### config.mk
export PLATFORM = sky130hd
export DESIGN_NAME = zbt_point_arbiter
export DESIGN_NICKNAME = d
export VERILOG_FILES = /design/src/rtl/zbt_pkg.sv /design/src/rtl/zbt_pipe_tracker.sv /design/src/rtl/zbt_point_arbiter.sv
export SDC_FILE = /design/constraint.sdc
export NUM_CORES = 1
export LEC_CHECK = 0
export BUFFER_PORTS_ARGS = -buffer_cell sky130_fd_sc_hd__buf_2
export CAP_MARGIN = 40
export CORE_MARGIN = 5
export CORE_UTILIZATION = 25
export CTS_BUF_LIST = sky130_fd_sc_hd__clkbuf_2 sky130_fd_sc_hd__clkbuf_4 sky130_fd_sc_hd__clkbuf_8
export DETAILED_ROUTE_END_ITERATION = 6
export GPL_TIMING_DRIVEN = 0
export PLACE_DENSITY = 0.42
export SYNTH_ARGS = -nofsm -noshare
export SYNTH_HDL_FRONTEND = slang
export SYNTH_HIERARCHICAL = 1
export SYNTH_SLANG_ARGS = --single-unit
### constraint.sdc
create_clock -name clk -period 4.5 [get_ports clk]
set_input_delay 1.125 -clock clk [delete_from_list [all_inputs] [get_ports clk]]
set_output_delay 1.125 -clock clk [all_outputs]
set_load 0.01 [all_outputs]
### src/rtl/zbt_pkg.sv
// Shared constants, point-word layout and arbiter state type for the ZBT
// point-cloud buffer.
package zbt_pkg;

    localparam int ZBT_ADDR_W = 19;
    localparam int ZBT_DATA_W = 36;
    localparam int ZBT_LAT    = 2;

    localparam int X_LSB   = 20;
    localparam int Y_LSB   = 10;
    localparam int Z_LSB   = 0;
    localparam int COORD_W = 10;

    typedef enum logic {
        RUN   = 1'b0,
        CLEAR = 1'b1
    } arb_state_t;

    function automatic logic [ZBT_DATA_W-1:0] make_point(
        input logic [COORD_W-1:0] x,
        input logic [COORD_W-1:0] y,
        input logic [COORD_W-1:0] z
    );
        return {6'b0, x, y, z};
    endfunction

endpackage

### src/rtl/zbt_pipe_tracker.sv
// Delay line following each granted access through the ZBT pipeline; drives the
// write-data bus timing and the read-capture strobe.
module zbt_pipe_tracker
    import zbt_pkg::*;
#(
    parameter int DATA_W = ZBT_DATA_W
) (
    input  logic              clk,
    input  logic              rst_n,
    input  logic              issue_write,
    input  logic              issue_read,
    input  logic [DATA_W-1:0] issue_wdata,
    output logic [DATA_W-1:0] wdata,
    output logic              wdata_oe,
    output logic              rd_capture
);

    localparam int DEPTH = ZBT_LAT + 1;

    logic [DEPTH-1:0]  wr_pipe;
    logic [DEPTH-1:0]  rd_pipe;
    logic [DATA_W-1:0] data_pipe [DEPTH];

    // Stage 0 lines up with the registered address; the last stage is the
    // cycle the SRAM drives or expects the data bus.
    always_ff @(posedge clk or negedge rst_n) begin
        if (!rst_n) begin
            wr_pipe <= '0;
            rd_pipe <= '0;
            for (int i = 0; i < DEPTH; i++) data_pipe[i] <= '0;
        end else begin
            wr_pipe      <= {wr_pipe[DEPTH-2:0], issue_write};
            rd_pipe      <= {rd_pipe[DEPTH-2:0], issue_read};
            data_pipe[0] <= issue_write ? issue_wdata : '0;
            for (int i = 1; i < DEPTH; i++) data_pipe[i] <= data_pipe[i-1];
        end
    end

    assign wdata      = data_pipe[DEPTH-1];
    assign wdata_oe   = wr_pipe[DEPTH-1];
    assign rd_capture = rd_pipe[DEPTH-1];

endmodule

### src/rtl/zbt_point_arbiter.sv
// Arbitrates the ZBT point buffer between the point writer, the point reader and
// a memory-clear sequence. Optional statistics outputs: define ZBT_ARB_STATS_EN.
//
// state | meaning
// RUN   | serve writer and reader
// CLEAR | write zeros to indices 0..size-1 in cycles with no read grant
module zbt_point_arbiter
    import zbt_pkg::*;
#(
    parameter int ADDR_W = ZBT_ADDR_W,
    parameter int DATA_W = ZBT_DATA_W
) (
    input  logic              clk,
    input  logic              rst_n,
    input  logic [ADDR_W-1:0] size,
    input  logic              wr_valid,
    input  logic [DATA_W-1:0] wr_data,
    output logic              wr_ready,
    input  logic              wr_start,
    output logic              wr_done,
    input  logic              rd_req,
    input  logic [ADDR_W-1:0] rd_idx,
    input  logic              rd_urgent,
    output logic              rd_gnt,
    output logic              rd_valid,
    output logic [DATA_W-1:0] rd_data,
    input  logic              clr,
    output logic              clr_busy,
    output logic [ADDR_W-1:0] ram_addr,
    output logic              ram_we,
    output logic [DATA_W-1:0] ram_wdata,
    output logic              ram_wdata_oe,
    input  logic [DATA_W-1:0] ram_rdata
`ifdef ZBT_ARB_STATS_EN
    ,
    output logic [31:0]       stat_wr_cnt,
    output logic [31:0]       stat_rd_stall
`endif
);

    arb_state_t        state;
    logic [ADDR_W-1:0] wr_idx;
    logic [ADDR_W-1:0] clr_idx;
    logic              last_rd;

    logic              size_zero, clearing, wr_req, w_side, rd_win;
    logic              wr_gnt, wr_accept, clr_gnt, rd_capture;
    logic [ADDR_W:0]   wr_next, clr_next;
    logic              wr_last, wr_hit, clr_last;

    assign size_zero = (size == '0);
    assign clearing  = (state == CLEAR);
    assign wr_req    = !clearing && !size_zero && !wr_start && wr_valid;
    assign w_side    = wr_req || clearing;
    // last_rd set means the reader had the previous grant, so a contended
    // non-urgent cycle goes to the write side.
    assign rd_win    = rd_req && (rd_urgent || !w_side || !last_rd);
    assign wr_gnt    = w_side && !rd_win;
    assign wr_accept = wr_gnt && !clearing;
    assign clr_gnt   = wr_gnt && clearing;

    assign rd_gnt    = rd_win;
    assign wr_ready  = !clearing && !size_zero && !wr_start && !rd_win;
    assign clr_busy  = clearing;

    // One extra bit so an index left beyond a shrunk size still wraps.
    assign wr_next  = {1'b0, wr_idx} + (ADDR_W+1)'(1);
    assign clr_next = {1'b0, clr_idx} + (ADDR_W+1)'(1);
    assign wr_last  = (wr_next >= {1'b0, size});
    assign wr_hit   = (wr_next == {1'b0, size});
    assign clr_last = (clr_next >= {1'b0, size});

    always_ff @(posedge clk or negedge rst_n) begin
        if (!rst_n) begin
            state    <= RUN;
            wr_idx   <= '0;
            clr_idx  <= '0;
            last_rd  <= 1'b0;
            wr_done  <= 1'b0;
            ram_addr <= '0;
            ram_we   <= 1'b0;
        end else begin
            wr_done <= wr_accept && wr_hit;
            ram_we  <= wr_gnt;
            if (rd_win)         ram_addr <= rd_idx;
            else if (clr_gnt)   ram_addr <= clr_idx;
            else if (wr_accept) ram_addr <= wr_idx;
            if (rd_win || wr_gnt) last_rd <= rd_win;
            if (wr_start)       wr_idx <= '0;
            else if (wr_accept) wr_idx <= wr_last ? '0 : wr_next[ADDR_W-1:0];
            case (state)
                RUN: begin
                    if (clr && !size_zero) begin
                        state   <= CLEAR;
                        clr_idx <= '0;
                    end
                end
                CLEAR: begin
                    if (clr_gnt) begin
                        if (clr_last) begin
                            state  <= RUN;
                            wr_idx <= '0;
                        end else begin
                            clr_idx <= clr_next[ADDR_W-1:0];
                        end
                    end
                end
                default: state <= RUN;
            endcase
        end
    end

    zbt_pipe_tracker #(.DATA_W(DATA_W)) u_pipe (
        .clk         (clk),
        .rst_n       (rst_n),
        .issue_write (wr_gnt),
        .issue_read  (rd_win),
        .issue_wdata (clearing ? '0 : wr_data),
        .wdata       (ram_wdata),
        .wdata_oe    (ram_wdata_oe),
        .rd_capture  (rd_capture)
    );

    always_ff @(posedge clk or negedge rst_n) begin
        if (!rst_n) begin
            rd_valid <= 1'b0;
            rd_data  <= '0;
        end else begin
            rd_valid <= rd_capture;
            if (rd_capture) rd_data <= ram_rdata;
        end
    end

`ifdef ZBT_ARB_STATS_EN
    always_ff @(posedge clk or negedge rst_n) begin
        if (!rst_n) begin
            stat_wr_cnt   <= '0;
            stat_rd_stall <= '0;
        end else begin
            if (wr_accept && stat_wr_cnt != '1) stat_wr_cnt <= stat_wr_cnt + 32'd1;
            if (rd_req && !rd_win && stat_rd_stall != '1) stat_rd_stall <= stat_rd_stall + 32'd1;
        end
    end
`endif

endmodule
==> impl_metrics.json, run 1 <==
{
  "synth_edf_count": 0,
  "fmax_mhz": 239,
  "synth_fa_ha_area_frac": 0.0514,
  "worst-path-buf-inv": 3,
  "drt_iter0_drc": 411,
  "yosys_warnings": 6,
  "detail-route-antenna-nets": 0,
  "row_count": 72,
  "synth_top_flop_cell": "dfrtp_1",
  "worst_slew_pin_slew_ns": 0.799,
  "rsz0062_at_grt": "false",
  "num_vias": 7317,
  "synth-xor-area-share": 0.0306,
  "multi_input_area_um2": 3850,
  "cts.clk_slew.worst_paths_ns": 0.06,
  "viasPerCell": 4.41,
  "power.density_nw_per_um2": 482,
  "maxCapViolations": 0,
  "synth_cell_types": 55,
  "syn_area_per_cell_um2": 11.4,
  "whs_ns": 0.343,
  "maxSlewHeadroom": 0.467,
  "synth_cells": 853,
  "cp.required_ns": 3.38,
  "end_kind": "output port",
  "syn2layout_area_growth_pct": 28.3,
  "wire_per_inst_um": 18.0,
  "grt_max_degree": 122,
  "fin_crit_sh": 0.931,
  "post-route-min-period_ns": 4.19,
  "ir_worst_vdd_mv": 0.179,
  "synth_compound_area_frac": 0.103,
  "grt_pass1_wl_mm": 46.2,
  "clock_sinks": 212,
  "cp_slowest_stage_delay_ns": 0.32,
  "cts_buffers": 42,
  "crit_fanout": 11,
  "initial_utilization": 0.252,
  "status": "complete, no violations",
  "crit_top_cell": "buf_2",
  "leakage_uw": 0.00614,
  "ys_seq_elements": 212,
  "grt_antenna_before_repair": 2,
  "synth-seq-area-share": 0.545,
  "insertion_delay_ns": 0.58,
  "synthMuxAreaShare": 0.0492,
  "ff_latch_area_um2": 5310,
  "crit_chain": "buf_2 -> nor4_1 -> and4_4 -> a21o_4 -> and2_1 -> a21o_1 -> clkbuf_4 -> nor3b_1 -> buf_2",
  "dr.pass1.iters": 5,
  "critPathArrivalTime_ns": 3.06,
  "cts_tree": "built",
  "n_fill_cell": 3985,
  "core_um2": 38600,
  "crit_type": "in -> out",
  "startpoint_type": "primary input",
  "synth-async-reset-ratio": 1.00,
  "drc": 0,
  "synth_top_family_by_area": "simple AND/OR/NAND/NOR gates",
  "nets": 1269,
  "finalWorstSetupSlack_ns": 0.312,
  "slew_viol_final": 0,
  "root_buffer": "clkbuf_8",
  "hpwl_mm": 22.1,
  "layout_common_cells": "buf_2, dfrtp_1, nand2_1",
  "place.gp.congestion": 0.811,
  "drive_above_1_share": 0.377,
  "cts_max_level": 2,
  "fin_skew_ns": 0.0167,
  "io_buffers": 214,
  "finalSetupViolations": 0,
  "hp-class": "reg -> reg",
  "grt-ovfl-total": 0,
  "hold_viol": 0,
  "grtUsageTotal": 0.138,
  "final_common_cell": "buf_2",
  "dp_slack_ns": -0.261,
  "crit_family": "simple AND/OR/NAND/NOR gates",
  "synth-simple-area-share": 0.158,
  "syn_nets": 1010,
  "route.final.wire_length_mm": 29.9,
  "cts_buffer_depth": 3,
  "pin_count": 215,
  "grt_pass1_vias": 7570,
  "syn_area_um2": 9740,
  "die_area_um2": 43000,
  "die_h_um": 207,
  "die-width_um": 207,
  "crit_slowest_cell": "and4_4"
}
cell type report:
| class | instances | share of cell area |
|---|---|---|
| clock inverters | 9 | 0.0111 |
| flip-flops and latches | 212 | 0.425 |
| multi-input cells | 517 | 0.308 |
| repair buffers | 217 | 0.0899 |
| plain buffers | 91 | 0.0400 |
| inverters | 31 | 0.00931 |
| clock buffers | 64 | 0.0650 |
| well taps | 518 | 0.0519 |
| diodes | 1 | 0.000200 |
cells by family after synthesis:
| kind of cell | Yosys count |
|---|---|
| mux | 43 |
| xor+xnor | 34 |
| buf+inv | 124 |
| simple gates | 283 |
| flops | 212 |
| fa+ha+maj | 40 |
| compound gates | 117 |
per-stage QoR:
stage | TNS, ns | std cells | area, µm² | utilization | total power, µW
5_1_grt | 0 | 1660 | 12500 | 0.323 | 6420
3_5_place_dp | -0.435 | 1587 | 11500 | 0.298 | 3890
6_report | 0 | 1660 | 12500 | 0.323 | 6020
4_1_cts | 0 | 1659 | 12500 | 0.322 | 6160
3_3_place_gp | -345.38 | 1585 | 11500 | 0.297 | 3870
2_1_floorplan | 0 | 853 | 9740 | - | 3250
cell usage after synthesis (18+ instances only):
cell | count | share of area
dfrtp_1 | 212 | 0.54
xnor2_1 | 21 | 0.019
nor3_1 | 18 | 0.0092
nor2_1 | 45 | 0.017
nor2b_1 | 39 | 0.025
and2_2 | 36 | 0.028
nand3_1 | 29 | 0.015
inv_1 | 30 | 0.012
a221o_1 | 34 | 0.035
ha_1 | 40 | 0.051
buf_4 | 37 | 0.029
mux2_2 | 39 | 0.045
nand2_1 | 57 | 0.022
clkbuf_1 | 36 | 0.014
per-layer routing:
metal  GRT usage  vias to the layer above  part of all wire  wire length, µm
li1            -                     3483                 -                -
met1       0.193                     3524              0.47            14000
met2       0.204                      255              0.44            13000
met3      0.0385                       53             0.072             2140
met4      0.0486                        2             0.025              753
met5           0                        -           0.00023                7
where the power goes:
part | total [µW] | internal (µW) | switching (µW) | leakage (µW)
Clock | 2190 | 1330 | 862 | 0.000502
Combinational | 1440 | 615 | 829 | 0.00283
Sequential | 2390 | 2220 | 169 | 0.00281
worst reg2reg max path, cell delays in order (launching register included):
cell and delay, ns:
dfrtp_1 0.31, clkbuf_2 0.20, nand3_1 0.27, nor3_4 0.38
nand3_1 0.26, nor2_1 0.23, xor2_1 0.18, ha_1 0.26
a211o_1 0.31, a21oi_1 0.15, nand2_1 0.08, o31a_1 0.29
buf_2 0.21, o21a_1 0.25, buf_2 0.21, buf_4 0.21
a311oi_1 0.24
flip-flops by register name (all words and copies together) (netlist names), 3 cells and up:
| register | flops |
|---|---|
| clr_idx | 19 |
| ram_addr | 19 |
| rd_data | 36 |
| u_pipe/data_pipe | 72 |
| u_pipe/rd_pipe | 3 |
| u_pipe/wdata | 36 |
| u_pipe/wr_pipe | 3 |
| wr_idx | 19 |
timing repair:
item | in CTS | in global routing
pin swaps | 0 | 1
cloned | 0 | 0
setup endpoints to repair | 2 | 32
hold buffers | 0 | 0
buffers inserted | 0 | 1
resized for setup | 1 | 10
worst paths after layout:
check / depth (start not counted) / end / startpoint / slack (ns)
max: 9 / wr_ready / size[0] / 0.31
min: 0 / u_pipe/wdata[32] / u_pipe/data_pipe[68] / 0.34
max reg2reg: 16 / wr_idx[15] / clr_idx[2] / 0.38
min reg2reg: 0 / u_pipe/wdata[32] / u_pipe/data_pipe[68] / 0.34
max in group asynchronous: 2 / clr_idx[0] / rst_n / 2.80
min in group asynchronous: 1 / rd_data[16] / rst_n / 0.58
(Power assumes the default switching activity.)
==> run 2, diff against run 1 <==
ABC_AREA = 1   (was unset)
SETUP_SLACK_MARGIN = 0.05   (was unset)
==> run 2 against run 1 <==
Against the previous run:
- count of clock-buffer cells in the layout decreased by 8
- power decreased by 24%
- critical path depth increased by 2
- routed wire length decreased by 1.1%
- synthesized cell count increased by 21%
- critical path type unchanged
- critical endpoint unchanged
- largest cell class unchanged
- largest power group unchanged
- highest routed layer is now met4
==> impl_metrics.json, run 2 <==
{
  "grt-ovfl-total": 0,
  "fmax_mhz": 236,
  "route.final.wire_length_mm": 29.5,
  "maxCapViolations": 0,
  "r2r-start": "clr_idx[0]",
  "yosys_warnings": 6,
  "synth_cell_types": 36,
  "crit_fanout": 11,
  "leakage_uw": 0.00681,
  "rr_worst_depth": 17,
  "dr.pass1.iters": 5,
  "end_kind": "output port",
  "synth.area.top_cells": "dfrtp_1, nand2_1, inv_1, ha_1, mux2_2",
  "dp.cells": 1764,
  "grt_antenna_before_repair": 0,
  "crit_end": "wr_ready",
  "hp-class": "reg -> reg",
  "hpwl_mm": 22.7,
  "regMostFlops": "u_pipe/data_pipe",
  "cp_slowest_stage_delay_ns": 0.29,
  "fin_crit_sh": 0.942,
  "grt_pass1_wl_mm": 46.2,
  "status": "complete, no violations",
  "final_common_cell": "buf_2",
  "n_antenna_cell": 0,
  "crit_chain": "buf_2 -> inv_1 -> nand4_1 -> nor2_1 -> nand3_1 -> nand4_1 -> nand2_1 -> a21oi_4 -> clkbuf_2 -> nor2_1 -> buf_2",
  "largest_reg_flops": 72,
  "fin_skew_ns": 0.0331,
  "post-route-min-period_ns": 4.24,
  "cts.clk_slew.worst_paths_ns": 0.06,
  "die_area_um2": 43200,
  "place.gp.congestion": 0.866,
  "rsz0062_at_grt": "false",
  "cts_buffers": 40,
  "n_fill_cell": 4178,
  "die_h_um": 208,
  "postLayoutCoreUtil": 0.320,
  "syn_area_um2": 9800,
  "synth_edf_count": 0,
  "critPathArrivalTime_ns": 3.12,
  "io_buffers": 214,
  "cts_resized": 2,
  "final_area_um2": 12400,
  "ff_latch_area_um2": 5310,
  "crit_type": "in -> out",
  "grtUsageTotal": 0.135,
  "cts_max_level": 2,
  "synth-async-reset-ratio": 1.00,
  "startpoint_type": "primary input",
  "yosysMostFrequentCell": "dfrtp_1",
  "power.density_nw_per_um2": 370,
  "fin_cells": 1831,
  "hp-start": "u_pipe/data_pipe[73]",
  "worst_slew_pin_slew_ns": 0.810,
  "rr_endpoint": "wr_idx[12]",
  "grt_max_degree": 103,
  "core_um2": 38700,
  "synth_common_cells": "dfrtp_1, nand2_1, inv_1",
  "crit_slowest_cell": "clkbuf_2",
  "drc": 0,
  "cts_buffer_depth": 3,
  "drt_iter0_drc": 392,
  "hold_viol": 0,
  "layout_common_cells": "buf_2, dfrtp_1, nand2_1",
  "finalSetupViolations": 0,
  "die-width_um": 208,
  "viasPerCell": 4.18,
  "rrSetupSlack_ns": 0.58,
  "cp.required_ns": 3.38,
  "synth_top_area_share": 0.542,
  "whs_path_depth": 0,
  "clock_sinks": 212,
  "root_buffer": "clkbuf_8",
  "synth_cells": 1030,
  "synth-seq-area-share": 0.542,
  "yosysTopAreaCell": "dfrtp_1",
  "wire_per_inst_um": 16.1,
  "drive_above_1_share": 0.302,
  "placed_area_um2": 11600,
  "grt_pass1_vias": 7754,
  "ir_worst_vdd_mv": 0.153,
  "syn2layout_area_growth_pct": 26.7,
  "row_count": 72,
  "post-cts-setup-buffers": 0,
  "synth_top_flop_cell": "dfrtp_1",
  "insertion_delay_ns": 0.56,
  "ys_seq_elements": 212,
  "detail-route-antenna-nets": 0,
  "crit_start": "size[13]",
  "pin_count": 215,
  "multi_input_area_um2": 3460,
  "initial_utilization": 0.253,
  "nets": 1445,
  "cts_hold_buf": 0,
  "syn_nets": 1187,
  "maxSlewHeadroom": 0.454,
  "slew_viol_final": 0,
  "syn_area_per_cell_um2": 9.51,
  "num_vias": 7662,
  "cts_tree": "built"
}
[run 2: cell count changes in the layout (fill, tap and decap cells not counted), sizes merged, moves of 28 or more]
| cell | delta |
|---|---|
| a221o | -34 |
| and2 | -45 |
| nor2 | +40 |
| nor2b | -39 |
| clkbuf | -29 |
| inv | +122 |
| nand2 | +150 |
| o21ai | +32 |
| nand3 | +28 |
[run 2: cell type report]
| type | count | area share |
|---|---|---|
| Clock inverter | 11 | 0.00857 |
| Timing Repair Buffer | 216 | 0.0915 |
| Multi-Input combinational cell | 595 | 0.279 |
| Buffer | 70 | 0.0378 |
| Sequential cell | 212 | 0.427 |
| Tap cell | 518 | 0.0522 |
| Clock buffer | 56 | 0.0576 |
| Inverter | 153 | 0.0463 |
[run 2: kinds of logic (layout without fill, tap and decap cells)]
kind of cell,count (synthesis),in the layout,share of synthesized area
buffers and inverters,223,506,0.106
XOR/XNOR,32,32,0.0286
AND/OR/NAND/NOR,401,401,0.180
multiplexers,38,38,0.0434
AO/OA/AOI/OAI,84,84,0.0492
flip-flops,212,212,0.542
adder cells (fa/ha/maj),40,40,0.0511
[run 2: worst max-delay path: cells and delay by family]
family / cells / cell delay, ns
buffers and inverters: 4 / 0.73
AND/OR/NAND/NOR: 6 / 0.99
AO/OA/AOI/OAI: 1 / 0.27
[run 2: stage by stage]
stage	hold WS [ns]	worst slack, ns	power (µW)	TNS [ns]
2_1_floorplan	0.331	0.981	2380	0
3_3_place_gp	0.331	-1.70	2670	-358.34
3_5_place_dp	0.335	-0.163	2690	-0.314
4_1_cts	0.318	0.162	4690	0
5_1_grt	0.322	0.0998	4840	0
6_report	0.319	0.260	4590	0
[run 2: layer usage]
metal / vias to the layer above / wire (µm) / GRT usage
li1: 3754 / - / -
met5: - / 0 / 0
met3: 41 / 1750 / 0.0328
met1: 3644 / 14300 / 0.193
met4: 0 / 564 / 0.0351
met2: 223 / 12900 / 0.207
[run 2: how the worst min path moves through the flow]
stage | to | slack (ns)
floorplan | u_pipe/data_pipe[36] | 0.33
global placement | u_pipe/data_pipe[50] | 0.33
global route | u_pipe/data_pipe[37] | 0.32
finish | u_pipe/data_pipe[37] | 0.32
CTS | u_pipe/data_pipe[37] | 0.32
detailed placement | u_pipe/wdata[2] | 0.33
[run 2: where the power goes]
part	switching, µW	internal (µW)	total (µW)
clock network	848	1090	1940
logic	361	225	586
registers	61.7	2000	2060
total	1270	3320	4590
==> run 3, diff against run 2 <==
CORE_ASPECT_RATIO = 1.5   (was unset)
CTS_BUF_LIST = unset   (was sky130_fd_sc_hd__clkbuf_2 sky130_fd_sc_hd__clkbuf_4 sky130_fd_sc_hd__clkbuf_8)
==> run 3 against run 2 <==
Against the previous run:
- routed wire length fell by 0.53%
- sequential share of layout area rose by 0.35 points
- worst setup slack improved by 0.17 ns
- global-route usage fell by 0.18 points
- via count fell by 1.4%
- first-iteration DRC count rose by 0.26%
- power fell by 0.47%
- worst hold slack improved by 0.025 ns
- critical path type unchanged
- largest power group unchanged
==> impl_metrics.json, run 3 (synthesized netlist as in run 2, its figures left out) <==
{
  "fin_crit_sh": 0.904,
  "dr.pass1.iters": 5,
  "cts_tree": "built",
  "final_common_cell": "buf_2",
  "cts_buffers": 24,
  "hpwl_mm": 22.7,
  "io_buffers": 214,
  "grtUsageTotal": 0.134,
  "ir_worst_vdd_mv": 0.218,
  "drive_above_1_share": 0.287,
  "drc": 0,
  "crit_type": "in -> out",
  "maxCapViolations": 0,
  "place.gp.congestion": 0.836,
  "cts_max_level": 1,
  "end_kind": "output port",
  "row_count": 88,
  "grt_pass1_wl_mm": 45.0,
  "maxSlewHeadroom": 0.481,
  "whs_path_depth": 0,
  "syn2layout_area_growth_pct": 25.7,
  "critPathArrivalTime_ns": 2.94,
  "grt_pass1_vias": 8000,
  "post-route-min-period_ns": 4.07,
  "die_h_um": 252,
  "power_uw": 4570,
  "clock_sinks": 212,
  "n_fill_cell": 4145,
  "crit_slowest_cell": "a21oi_1",
  "num_vias": 7558,
  "crit_fanout": 11,
  "fin_skew_ns": 0.0156,
  "insertion_delay_ns": 0.52,
  "cts_buffer_depth": 3,
  "ff_latch_area_um2": 5310,
  "regMostFlops": "u_pipe/data_pipe",
  "hold_viol": 0,
  "layout_common_cells": "buf_2, dfrtp_1, nand2_1",
  "die-width_um": 172,
  "final_area_um2": 12300,
  "power.density_nw_per_um2": 371,
  "cp_slowest_stage_delay_ns": 0.36,
  "route.final.wire_length_mm": 29.4,
  "wire_per_inst_um": 16.5,
  "grt-ovfl-total": 0,
  "worst_slew_pin_slew_ns": 0.778,
  "grt_antenna_before_repair": 1,
  "grt_max_degree": 119,
  "core_um2": 38600,
  "cts.clk_slew.worst_paths_ns": 0.06,
  "fmax_mhz": 246,
  "crit_chain": "buf_2 -> inv_1 -> nand4_1 -> nor2_1 -> nand3_1 -> nand4_1 -> nand2_1 -> a21oi_1 -> clkbuf_2 -> nor2_1 -> buf_2",
  "nets": 1428,
  "hp-class": "reg -> reg",
  "rr_worst_depth": 17,
  "status": "complete, no violations",
  "finalSetupViolations": 0,
  "startpoint_type": "primary input",
  "initial_utilization": 0.253,
  "drt_iter0_drc": 393,
  "multi_input_area_um2": 3450,
  "viasPerCell": 4.24,
  "slew_viol_final": 0,
  "die_area_um2": 43300,
  "pin_count": 215,
  "root_buffer": "clkbuf_16",
  "leakage_uw": 0.00675,
  "placed_area_um2": 11500,
  "rsz0062_at_grt": "false",
  "detail-route-antenna-nets": 0,
  "cp.required_ns": 3.38,
  "largest_reg_flops": 72
}
[run 3: cell types whose count changed in the layout (fill, tap and decap cells not counted), sizes merged]
| cell | change |
|---|---|
| buf | -1 |
| clkbuf | -27 |
| clkinv | +1 |
| clkinvlp | +2 |
| diode | +1 |
| inv | -1 |
[run 3: worst paths after layout]
kind / start / endpoint / slack (ns)
min in group asynchronous: rst_n / rd_data[12] / 0.64
max in group asynchronous: rst_n / u_pipe/data_pipe[94] / 2.77
worst max register to register: clr_idx[0] / wr_idx[8] / 0.78
worst max-delay path: size[4] / wr_ready / 0.43
worst min register to register: u_pipe/wr_pipe[1] / u_pipe/wr_pipe[2] / 0.34
worst min-delay path: u_pipe/wr_pipe[1] / u_pipe/wr_pipe[2] / 0.34
[run 3: routing by layer]
layer	vias to the layer above	GRT usage	routed length, µm
li1	3717	-	-
met1	3577	0.156	11600
met2	216	0.244	15100
met3	48	0.0202	1590
met4	0	0.0503	1060
met5	-	0	0
[run 3: report_power, final]
part | leakage (µW) | switching, µW | total, µW | internal, µW
logic | 0.00353 | 351 | 572 | 221
registers | 0.00283 | 60.2 | 2060 | 2000
clock network | 0.000387 | 801 | 1930 | 1130
total | 0.00675 | 1210 | 4570 | 3350
[run 3: worst max-delay path, delay by kind of cell]
family | cells | cell delay [ns]
AND/OR/NAND/NOR | 6 | 0.69
AO/OA/AOI/OAI | 1 | 0.36
buffers and inverters | 4 | 0.75
[run 3: timing repair]
action / CTS / global route
setup endpoints to repair: 0 / 2
resized for setup: 0 / 2
setup buffers: 0 / 0
hold buffers: 0 / 0
[run 3: stage by stage]
step           TNS [ns]  setup slack (ns)   util  hold slack (ns)  instances
2_1_floorplan         0             0.981      -            0.331       1030
3_3_place_gp    -331.06             -1.59  0.297            0.331       1739
3_5_place_dp          0             0.185  0.298            0.335       1740
4_1_cts               0             0.172  0.319            0.348       1782
5_1_grt               0             0.221  0.319            0.351       1783
6_report              0             0.433  0.319            0.344       1783
[run 3: final cells by class]
cell class | count | share of cell area
clock buffer | 29 | 0.0553
inverter | 153 | 0.0466
clock inverter | 13 | 0.00854
antenna | 1 | 0.000203
tap | 495 | 0.0503
sequential | 212 | 0.431
timing repair buffer | 215 | 0.0900
multi-input combinational | 595 | 0.280
buffer | 70 | 0.0381
